[config.mk]
export PLATFORM = sky130hd
export DESIGN_NAME = rr_resource_sched
export DESIGN_NICKNAME = d
export VERILOG_FILES = /design/src/rtl/rr_resource_sched.sv
export SDC_FILE = /design/constraint.sdc
export NUM_CORES = 1
export LEC_CHECK = 0
export ABC_AREA = 1
export CORE_AREA = 2 2 61 69
export CTS_CLUSTER_SIZE = 20
export DETAILED_ROUTE_END_ITERATION = 10
export DIE_AREA = 0 0 63 71
export PLACE_DENSITY = 0.63
export SLEW_MARGIN = 20
export SYNTH_ARGS = -nofsm -noshare
export SYNTH_HDL_FRONTEND = slang
export SYNTH_SLANG_ARGS = --single-unit
[constraint.sdc]
create_clock -name clk -period 2.5 [get_ports clk]
set_input_delay 0.5 -clock clk [delete_from_list [all_inputs] [get_ports clk]]
set_output_delay 0.5 -clock clk [all_outputs]
set_load 0.01 [all_outputs]
[src/rtl/rr_resource_sched.sv]
// Round-robin owner scheduler for one shared engine: one-hot registered grant,
// hold timeout, and a dead RELEASE cycle between owners for break-before-make.
module rr_resource_sched #(
    parameter int N        = 4,
    parameter int IDW      = 2,
    parameter int MAX_HOLD = 6
) (
    input  logic           clk,
    input  logic           rst,
    input  logic [N-1:0]   req,
    input  logic [N-1:0]   done,
    output logic [N-1:0]   gnt,
    output logic [IDW-1:0] gnt_id,
    output logic           busy,
    output logic           timeout,
    output logic [1:0]     dbg_state,
    output logic [IDW-1:0] dbg_ptr
);
    // Requester handshake: req is a level held until ownership is no longer
    // needed; done is a one-cycle pulse honoured only from the current owner.
    typedef enum logic [1:0] {IDLE = 2'd0, GRANT = 2'd1, RELEASE = 2'd2} state_t;

    localparam int PW = IDW + 1;

    state_t         state_q, state_d;
    logic [N-1:0]   gnt_q, gnt_d;
    logic [IDW-1:0] gnt_id_q, gnt_id_d;
    logic [IDW-1:0] ptr_q, ptr_d;
    logic [7:0]     hold_q, hold_d;
    logic           timeout_q, timeout_d;

    logic           found;
    logic [IDW-1:0] winner;
    logic [PW-1:0]  cand;
    logic [PW-1:0]  next_ptr;
    logic           owner_done, owner_drop, at_limit;

    // Rotating first-set scan starting at ptr_q.
    always_comb begin
        found  = 1'b0;
        winner = '0;
        cand   = '0;
        for (int i = 0; i < N; i++) begin
            cand = PW'(ptr_q) + PW'(i);
            if (cand >= PW'(N)) cand = cand - PW'(N);
            if (!found && req[cand[IDW-1:0]]) begin
                found  = 1'b1;
                winner = cand[IDW-1:0];
            end
        end
    end

    always_comb begin
        next_ptr = PW'(gnt_id_q) + PW'(1);
        if (next_ptr >= PW'(N)) next_ptr = '0;
    end

    assign owner_done = done[gnt_id_q];
    assign owner_drop = !req[gnt_id_q];
    assign at_limit   = (hold_q == 8'(MAX_HOLD - 1));

    always_comb begin
        state_d   = state_q;
        gnt_d     = gnt_q;
        gnt_id_d  = gnt_id_q;
        ptr_d     = ptr_q;
        hold_d    = hold_q;
        timeout_d = 1'b0;
        case (state_q)
            IDLE: begin
                if (found) begin
                    gnt_d    = {{(N-1){1'b0}}, 1'b1} << winner;
                    gnt_id_d = winner;
                    hold_d   = '0;
                    state_d  = GRANT;
                end
            end
            GRANT: begin
                hold_d = (hold_q == 8'(MAX_HOLD)) ? hold_q : hold_q + 8'd1;
                if (owner_done || owner_drop || at_limit) begin
                    gnt_d     = '0;
                    ptr_d     = next_ptr[IDW-1:0];
                    state_d   = RELEASE;
                    timeout_d = !owner_done && !owner_drop;
                end
            end
            RELEASE: state_d = IDLE;
            default: state_d = IDLE;
        endcase
    end

    always_ff @(posedge clk) begin
        if (rst) begin
            state_q   <= IDLE;
            gnt_q     <= '0;
            gnt_id_q  <= '0;
            ptr_q     <= '0;
            hold_q    <= '0;
            timeout_q <= 1'b0;
        end else begin
            state_q   <= state_d;
            gnt_q     <= gnt_d;
            gnt_id_q  <= gnt_id_d;
            ptr_q     <= ptr_d;
            hold_q    <= hold_d;
            timeout_q <= timeout_d;
        end
    end

    assign gnt       = gnt_q;
    assign gnt_id    = gnt_id_q;
    assign busy      = |gnt_q;
    assign timeout   = timeout_q;
    assign dbg_state = state_q;
    assign dbg_ptr   = ptr_q;

`ifndef SYNTHESIS
    // Cycles each requester has been waiting with req held and no grant.
    logic [15:0] wait_q [N];
    always_ff @(posedge clk) begin
        for (int i = 0; i < N; i++) begin
            if (rst || !req[i] || gnt_q[i]) wait_q[i] <= '0;
            else if (wait_q[i] != 16'hffff) wait_q[i] <= wait_q[i] + 16'd1;
        end
    end

    a_onehot:  assert property (@(posedge clk) disable iff (rst) $onehot0(gnt_q));
    a_busy:    assert property (@(posedge clk) disable iff (rst) busy == (gnt_q != '0));
    a_gnt_st:  assert property (@(posedge clk) disable iff (rst) (gnt_q != '0) |-> (state_q == GRANT));
    a_id_rng:  assert property (@(posedge clk) disable iff (rst) busy |-> (int'(gnt_id_q) < N));
    a_ptr_rng: assert property (@(posedge clk) disable iff (rst) int'(ptr_q) < N);
    a_tmo:     assert property (@(posedge clk) disable iff (rst) timeout_q |-> ($past(state_q) == GRANT));
    a_hold:    assert property (@(posedge clk) disable iff (rst) (state_q == GRANT) |-> (hold_q < 8'(MAX_HOLD)));

    for (genvar g = 0; g < N; g++) begin : g_live
        a_live: assert property (@(posedge clk) disable iff (rst)
                                 wait_q[g] < 16'(N * (MAX_HOLD + 2)));
    end
`endif
endmodule

==> results.rst <==
.. list-table::
   :header-rows: 1

   * - Metric
     - Value
   * - Synth cell types
     - 26
   * - Total count of hold-check failures in the final report
     - 0
   * - Number of resized instances in the post-cts repair step
     - 0
   * - Combined area of the multi-input logic cells
     - between 700 and 800 µm²
   * - Cells along the critical path
     - or4_1, clkdlybuf4s50_1
   * - Count of pins over their slew limit
     - 0
   * - Data arrival at the endpoint of the critical path
     - 1.57 ns
   * - CTS Buf Count
     - 3
   * - Sequential share of the synthesized area
     - a little under 30%
   * - Clk root buf
     - sky130_fd_sc_hd__clkbuf_8
   * - Run status
     - completed
   * - Share of layout cells above drive strength 1
     - 14.0%
   * - Clk_lat worst skew
     - ~0.26 ns
   * - Synthesized area per cell
     - between 6 and 7 µm²
   * - Via count of the first global-routing pass
     - 1272
   * - Switching share of total power
     - 48.3%
   * - Number of nets in the final layout
     - 243
   * - Buffers inserted during post-CTS setup optimization
     - 0
   * - Relative slew margins
     - 60.3%
   * - CTS Hold Bufs
     - 0
   * - Cell at the slowest stage of the critical path
     - sky130_fd_sc_hd__or4_1
   * - Final number of setup-violating endpoints
     - 0
   * - Core Box Area
     - between 3000 and 4000 µm²
   * - Synth area leaders
     - sky130_fd_sc_hd__dfxtp_1 (29%), sky130_fd_sc_hd__nand2_1 (17%), sky130_fd_sc_hd__inv_1 (7.8%), sky130_fd_sc_hd__nand3_1 (7.0%), sky130_fd_sc_hd__nand2_2 (5.8%)
   * - Initial Utilization
     - between 30% and 40%
   * - Post-synth top area share
     - roughly 29%
   * - Critical path endpoint category
     - output pin
   * - Die W
     - ~63 µm
   * - Sequential cell area in the final layout
     - around 380 µm²
   * - Average via count per standard cell
     - between 4 and 5
   * - Final wirelength
     - approximately 2.9 mm
   * - GP Congestion
     - about 0.80
   * - Largest area contributor in the netlist
     - sky130_fd_sc_hd__dfxtp_1
   * - Via Count
     - around 1300
   * - Total of flip-flops plus latches after synthesis
     - 19
   * - Worst Hold Class
     - flop to flop
   * - Gate Count Post-Synth
     - about 200
   * - Internal power contribution
     - 870 µW
   * - Most common cell after layout, fill and taps aside
     - sky130_fd_sc_hd__nand2_1
   * - Slew at the pin closest to its max-slew limit
     - ~0.59 ns
   * - TritonCTS clock tree
     - built
   * - Depth of the CTS H-tree
     - 1
   * - Critical Path Start Type
     - flop
   * - Largest stage delay, worst path
     - 0.51 ns
   * - Detailed Route Iter0 Violations
     - between 50 and 60
   * - Final Cycle Share
     - 82.7%
   * - Final HPWL DP
     - 2.38 mm
   * - Achievable frequency
     - between 400 and 500 MHz
   * - Sequential share of power
     - ~27%
   * - Power density over the cells
     - 1050 nW/µm²
   * - Post-Syn Nets
     - about 220
   * - Total routing usage reported by global routing
     - between 10 and 15%
   * - Area growth, synth to finish
     - 24.0%
   * - 1st-pass router iterations
     - 4
   * - Remaining routing DRC violations
     - 0
   * - Gate family responsible for the most delay along the worst path
     - simple AND/OR/NAND/NOR gates
   * - Post-Syn Area
     - roughly 1300 µm²
   * - Time the final worst path needs with I/O delays and setup
     - ~2.1 ns
   * - Sinks on Clock Net
     - 19
   * - Maximum number of buffers from clock root to sink
     - 2
   * - Leakage
     - between 0.0007 and 0.0008 µW
   * - Setup TNS
     - 0 ns
   * - Maximum number of pins on one net before global-route repair
     - 14
   * - Initial antenna violation count
     - 0
   * - Die Height
     - 71 µm
   * - Per-cell routed wire length
     - around 10 µm
   * - Number of buffers and inverters on the critical path
     - 1
   * - Data required, critical path
     - ~2.0 ns
   * - Total of buffers placed on input and output ports
     - 21
   * - Sw power
     - 813 µW
   * - Worst Skew
     - ~0.0029 ns
   * - Remaining antenna violation count
     - 0
   * - Startpoint-to-endpoint class of the critical path
     - flop to output pin
   * - Synthesis warning total
     - 0
   * - Clock Pin Slew Worst Setup and Hold Paths
     - ~0.07 ns
   * - Diodes inserted
     - 0
   * - Area of the die
     - 4470 µm²
   * - Worst-path maximum fanout
     - 3
   * - Number of placed I/O pins
     - 22
   * - Fill cell count
     - between 400 and 500
   * - Part of the power in the clock network
     - between 10% and 20%
   * - Unrepaired setup endpoints after global routing
     - false
   * - Final Util
     - roughly 42%
   * - Most frequent cells in the layout
     - sky130_fd_sc_hd__nand2_1 (58), sky130_fd_sc_hd__inv_1 (27), sky130_fd_sc_hd__clkdlybuf4s50_1 (21), sky130_fd_sc_hd__dfxtp_1 (19), sky130_fd_sc_hd__nand3_1 (18)
   * - Overflow left after global routing
     - 0
   * - Number of placement rows
     - 24
   * - Combinational share of power
     - 60.1%
   * - Max rail drop VDD
     - about 0.54 mV
   * - # Max-Cap Violations
     - 0
   * - Global-route wire length before repair
     - around 5.2 mm
## worst reg2reg max path, delay by kind of cell, from the launching register on
family	cells	cell delay [ns]
buf+inv	2	0.27
flops	1	0.60
simple gates	11	0.92
## logic make-up (layout without fill, tap and decap cells)
kind of cell,count (synthesis),in the layout,synth area share [%]
simple gates,120,120,43.4
buf+inv,34,58,10.8
compound gates,27,27,12.5
fa+ha+maj,4,4,3.87
flops,19,19,29.4
## final timing paths
| path | start | endpoint | slack [ns] | cells past startpoint |
|---|---|---|---|---|
| worst max-delay path | gnt[0] | busy | 0.43 | 2 |
| worst min-delay path | hold_q[6] | hold_q[6] | 0.48 | 2 |
| worst max register to register | dbg_ptr[0] | gnt[1] | 0.61 | 13 |
| worst min register to register | hold_q[6] | hold_q[6] | 0.48 | 2 |
## cell type report
cell class / count / share of cell area, %
Tap cell: 52 / 4.06
Timing Repair Buffer: 22 / 13.6
Clock inverter: 1 / 0.312
Sequential cell: 19 / 23.7
Clock buffer: 3 / 2.57
Multi-Input combinational cell: 151 / 48.2
Inverter: 32 / 7.57
## flip-flops by register name (all words and copies together), names as in the netlist
name       flops
gnt            4
hold_q         8
timeout        1
dbg_ptr        2
dbg_state      2
gnt_id         2
## cells in the mapped netlist
master and instances:
sky130_fd_sc_hd__inv_2 3, sky130_fd_sc_hd__or2_2 2, sky130_fd_sc_hd__o211ai_1 2, sky130_fd_sc_hd__nor2_1 16
sky130_fd_sc_hd__clkinv_1 1, sky130_fd_sc_hd__nand3_2 2, sky130_fd_sc_hd__o31ai_1 1, sky130_fd_sc_hd__nand2_2 12
sky130_fd_sc_hd__ha_1 4, sky130_fd_sc_hd__clkinv_2 1, sky130_fd_sc_hd__a21oi_1 10, sky130_fd_sc_hd__a21boi_0 1
sky130_fd_sc_hd__a21oi_2 4, sky130_fd_sc_hd__nor2_4 1, sky130_fd_sc_hd__o22ai_1 1, sky130_fd_sc_hd__nand2_1 58
sky130_fd_sc_hd__nand3_1 18, sky130_fd_sc_hd__nand2_4 2, sky130_fd_sc_hd__or4_1 1, sky130_fd_sc_hd__buf_4 1
sky130_fd_sc_hd__dfxtp_1 19, sky130_fd_sc_hd__nor3_1 4, sky130_fd_sc_hd__buf_6 1, sky130_fd_sc_hd__o21ai_0 8
sky130_fd_sc_hd__inv_1 27, sky130_fd_sc_hd__nand4_1 4
## power groups by stage
stage | Combinational (µW) | Clock [µW] | Sequential [µW]
2_1_floorplan | 720 | 0 | 461
3_3_place_gp | 1020 | 0 | 462
3_5_place_dp | 1020 | 0 | 465
4_1_cts | 1020 | 219 | 459
5_1_grt | 1140 | 233 | 471
6_report | 1010 | 216 | 456
## stage by stage
stage          std cells  instance area (µm²)  power (µW)  setup slack [ns]  hold slack [ns]
4_1_cts              280                 1600        1700             0.425            0.487
2_1_floorplan        204                 1290        1180              1.00            0.450
3_3_place_gp         276                 1560        1480             0.374            0.476
3_5_place_dp         276                 1560        1490             0.350            0.473
5_1_grt              280                 1600        1840             0.373            0.499
6_report             280                 1600        1680             0.432            0.482
## metal layers
layer	up-vias	GRT usage [%]	part of all wire, %
met2	16	26.7	52
met5	-	0	0
li1	704	-	-
met3	4	3.34	2.6
met4	0	2.47	1.0
met1	588	16.5	44
No activity file was read; power rests on OpenSTA's default activity.
==> RTL edit 1, RTL diff (same flow settings) <==
The parameter `IDW` goes from 2 to 4.
--- a/src/rtl/rr_resource_sched.sv
+++ b/src/rtl/rr_resource_sched.sv
@@ -3,5 +3,5 @@
 module rr_resource_sched #(
     parameter int N        = 4,
-    parameter int IDW      = 2,
+    parameter int IDW      = 4,
     parameter int MAX_HOLD = 6
 ) (
Ports: changed (resized dbg_ptr and gnt_id); port bits go from 22 to 26. No check against the original RTL was run, so the function may have changed too.
==> RTL edit 1 against the original RTL <==
Sequential cell count is 4 higher. Routed wire length up 49%. Synthesized area grew 51%. Final area increased by 46%. Largest cell class unchanged. Worst setup slack worse by 0.12 ns. Critical path depth up 14. Count of clock-buffer cells in the layout up 1. First-iteration DRC count is 85% higher. Total power grew 50%.
==> RTL edit 1: results (changes against the original RTL) <==
global_routing:
  grt_pass1_wl_um: 7290  # was 5230 µm
  grt_pass1_vias: 1642  # was 1,272
  gr-usage-met2_pct: 35.7  # was 26.7%
  grt_usage_pct: 19.9  # was 14.2%
placed_design:
  dpl_cell_area_um2: 2290  # was 1560 µm²
  placed_cells: 369  # was 276
  dp_hpwl_um: 3560  # was 2380 µm
  gp_congestion: 0.832  # was 0.801
cells_and_area:
  signal_buffers: 32  # was 22
  fin_nets: 347  # was 243
  clkCellAreaFrac_pct: 1.93  # was 2.89%
  multi_input_area_share_pct: 55.1  # was 48.2%
  finalNonFillerCells: 373  # was 280
  drive_above_1_share_pct: 17.1  # was 14.0%
  nonClkBufAreaFrac_pct: 13.0  # was 13.6%
  inverters: 44  # was 32
  seq_cell_count: 23  # was 19
  nFillCells: 388  # was 435
  area_delta_synth_final_pct: 19.2  # was 24.0%
logic_synthesis:
  synth.distinct_cells: 35  # was 26
  synth_area_per_cell_um2: 6.78  # was 6.34 µm²
  synth.area.top_cells: "dfxtp_1 (23%), nand2_1 (13%), ha_1 (9.6%), inv_1 (7.3%), nand3_1 (6.6%)"  # was dfxtp_1 (29%), nand2_1 (17%), inv_1 (7.8%), nand3_1 (7.0%), nand2_2 (5.8%)
  synth-seq-area-share_pct: 23.5  # was 29.4%
worst_setup_path:
  crit_path_end_kind: "register"  # was primary output
  r2r_cells: 16  # was 13
  reg2reg_to: "gnt[3]$_SDFFE_PP0P_"  # was gnt[1]$_SDFFE_PP0P_
  cp_slowest_stage_delay_ns: 0.36  # was 0.51 ns
route:
  wl_met2_um: 2200  # was 1510 µm
  vias_per_cell: 4.92  # was 4.69
  wire_per_inst_um: 11.6  # was 10.4 µm
  dr_wl_met3_um: 94  # was 75 µm
hold_path:
  worstHoldEndpoint: "gnt[3]$_SDFFE_PP0P_"  # was hold_q[6]$_SDFFE_PP0P_
  hold_start: "gnt[3]$_SDFFE_PP0P_"  # was hold_q[6]$_SDFFE_PP0P_
status:
  status: "complete, no violations"  # unchanged
timing:
  relSlewSlack_pct: 67.8  # was 60.3%
pwr:
  p_leak_nw: 1.10  # was 0.709 nW
  peakVddDrop_mv: 0.638  # was 0.538 mV
## RTL edit 1: changes by cell type in the layout (fill, tap and decap cells not counted), moves of 3 or more
cell             unedited run  this run
ha_1                        4        14
nor2_2                      0         3
nor2_1                     16        25
nand2_4                     2         7
nand3_1                    18        26
buf_4                       1         7
clkdlybuf4s50_1            21        25
inv_1                      27        38
nand2_1                    58        69
o21ai_0                     8        13
## RTL edit 1: where the power goes
group          total, W  switching, W  internal [W]  leakage, nW
logic           0.00173       0.00107      0.000667        0.888
clock network  0.000235      0.000121      0.000114       0.0228
registers      0.000553     0.0000967      0.000456        0.188
total           0.00252       0.00128       0.00124         1.10
## RTL edit 1: cells by family (layout without fill, tap and decap cells)
logic type | after synthesis | in the layout | share of synthesized area [%]
and+or+nand+nor | 162 | 162 | 42.7
adders and majority gates | 15 | 15 | 9.58
AOI/OAI and AO/OA | 36 | 36 | 10.7
DFF | 23 | 23 | 23.5
buffers and inverters | 48 | 80 | 10.9
xor gates and xnor gates | 5 | 5 | 2.62
==> RTL edit 2, RTL diff (same settings) <==
Made on the original files. `hold_q` no longer has a reset.
--- a/src/rtl/rr_resource_sched.sv
+++ b/src/rtl/rr_resource_sched.sv
@@ -96,5 +96,4 @@
             gnt_id_q  <= '0;
             ptr_q     <= '0;
-            hold_q    <= '0;
             timeout_q <= 1'b0;
         end else begin
@@ -103,7 +102,10 @@
             gnt_id_q  <= gnt_id_d;
             ptr_q     <= ptr_d;
-            hold_q    <= hold_d;
             timeout_q <= timeout_d;
         end
+    end
+
+    always_ff @(posedge clk) begin
+        hold_q <= hold_d;
     end
 
Function: same outputs for any inputs over 10 cycles, from zero or initial values and one cycle with rst high; that may be too few to reach the edited logic, so the function may still have changed.
==> RTL edit 2 against the original RTL <==
Final area rose by 1.2%. Core utilization rose by 0.49 points. Count of clock-buffer cells in the layout did not move. Non-clock buffer count did not move. Global-route usage fell by 0.59 points. Worst setup slack got worse by 0.012 ns. Total power rose by 11%. Sequential cell count did not move. Synthesized area rose by 0.87%. First-iteration DRC count fell by 35%. Routed wire length fell by 8.0%. Critical path type unchanged. Highest routed layer unchanged.
==> RTL edit 2: results (changes against the original RTL) <==
placed_design:
  dp_hpwl_um: 2180  # was 2380 µm
  dpl_worst_slack_ns: 0.237  # was 0.350 ns
  gp_congestion: 0.793  # was 0.801
  dpl_cell_area_um2: 1580  # was 1560 µm²
  io_buffers: 21  # unchanged
clock_tree:
  root_buffer: "clkbuf_8"  # unchanged
worst_setup_path:
  reg2reg_to: "hold_q[7]$_SDFFCE_PP0P_"  # was gnt[1]$_SDFFE_PP0P_
  cp-endpoint: "busy"  # unchanged
  ff2ff_setup_slack_ns: 0.59  # was 0.61 ns
  startpoint: "gnt[1]$_SDFFE_PP0P_"  # was gnt[0]$_SDFFE_PP0P_
  r2r_cells: 8  # was 13
timing:
  relSlewSlack_pct: 69.8  # was 60.3%
  skew_ns: 0.00104  # was 0.00291 ns
  fin_crit_ns: 2.08  # was 2.07 ns
route:
  vias_per_cell: 4.58  # was 4.69
  routed_wl_um: 2670  # was 2900 µm
  drt_iter0_drc: 36  # was 55
logic_synthesis:
  synth.distinct_cells: 28  # was 26
  synth_edf_count: 8  # was 0
  synth_fp_nets: 192  # was 218
  synth.area.top_cells: "edfxtp_1 (18%), dfxtp_1 (17%), nand2_1 (12%), inv_1 (6.0%), nand3_1 (5.8%)"  # was dfxtp_1 (29%), nand2_1 (17%), inv_1 (7.8%), nand3_1 (7.0%), nand2_2 (5.8%)
  synth-seq-area-share_pct: 35.3  # was 29.4%
hold_path:
  hold_start: "gnt[2]$_SDFFE_PP0P_"  # was hold_q[6]$_SDFFE_PP0P_
global_routing:
  grt_max_degree: 12  # was 14
  grt_usage_pct: 13.6  # was 14.2%
  grt_pass1_vias: 1154  # was 1,272
  grt_pass1_wl_um: 4970  # was 5230 µm
cells_and_area:
  fin_nets: 218  # was 243
  drive_above_1_share_pct: 13.8  # was 14.0%
pwr:
  p_leak_nw: 0.710  # was 0.709 nW
  peakVddDrop_mv: 0.456  # was 0.538 mV
status:
  status: "complete, no violations"  # unchanged
## RTL edit 2: changes by cell type in the layout (fill, tap and decap cells not counted), moves of 3 or more
| cell | change |
|---|---|
| nand2_2 | -5 |
| a21oi_2 | -3 |
| nand2_1 | -15 |
| dfxtp_1 | -8 |
| inv_1 | -6 |
| edfxtp_1 | +8 |
| nand2_4 | +4 |
| a21oi_1 | +3 |
| nand3_1 | -3 |
## RTL edit 2: through the flow
| stage | instances | util, % | total power [W] |
|---|---|---|---|
| finish | 255 | 42.6 | 0.00187 |
| global placement | 251 | 41.3 | 0.00167 |
| CTS | 255 | 42.6 | 0.00190 |
| floorplan | 178 | - | 0.00135 |
| detailed placement | 251 | 41.3 | 0.00168 |
| global route | 255 | 42.6 | 0.00207 |
## RTL edit 2: how the worst min path moves through the flow
stage,endpoint,slack (ns),depth (start not counted)
3_5_place_dp,gnt[2]$_SDFFE_PP0P_,0.50,2
3_3_place_gp,gnt[0]$_SDFFE_PP0P_,0.50,2
4_1_cts,gnt[0]$_SDFFE_PP0P_,0.51,2
2_1_floorplan,gnt[3]$_SDFFE_PP0P_,0.51,2
5_1_grt,gnt[0]$_SDFFE_PP0P_,0.53,2
6_report,gnt[2]$_SDFFE_PP0P_,0.50,2
## RTL edit 2: kinds of logic (layout without fill, tap and decap cells)
family          Yosys count  after routing  share of synthesized area, %
compound gates           28             28                          12.1
xor+xnor                  1              1                         0.671
fa+ha+maj                 4              4                          3.84
buf+inv                  26             51                          8.25
flops                    19             19                          35.3
simple gates            100            100                          39.9
## RTL edit 2: metal layers
metal | vias to the layer above | share of wire [%] | global-route usage, %
li1 | 637 | - | -
met1 | 519 | 47 | 16.7
met2 | 7 | 51 | 24.8
met3 | 4 | 1.7 | 2.38
met4 | 0 | 0.60 | 2.96
met5 | - | 0 | 0
## RTL edit 2: critical path, stage by stage (launching register included)
cell and delay, ns:
dfxtp_1 0.33, or4_1 0.51, clkdlybuf4s50_1 0.49
## RTL edit 2: power by group
| group | switching [W] | total (W) | internal [W] |
|---|---|---|---|
| clock | 0.0000963 | 0.000207 | 0.000111 |
| sequential | 0.000108 | 0.000558 | 0.000450 |
| combinational | 0.000666 | 0.00111 | 0.000442 |
| total | 0.000871 | 0.00187 | 0.00100 |
## RTL edit 2: final cells by class
class	instances	area, µm²
Fill cell	396	2190
Multi-Input combinational cell	133	737
Sequential cell	19	460
Timing Repair Buffer	22	218
Inverter	25	96.3
Tap cell	52	65.1
Clock buffer	3	41.3
Clock inverter	1	5.00
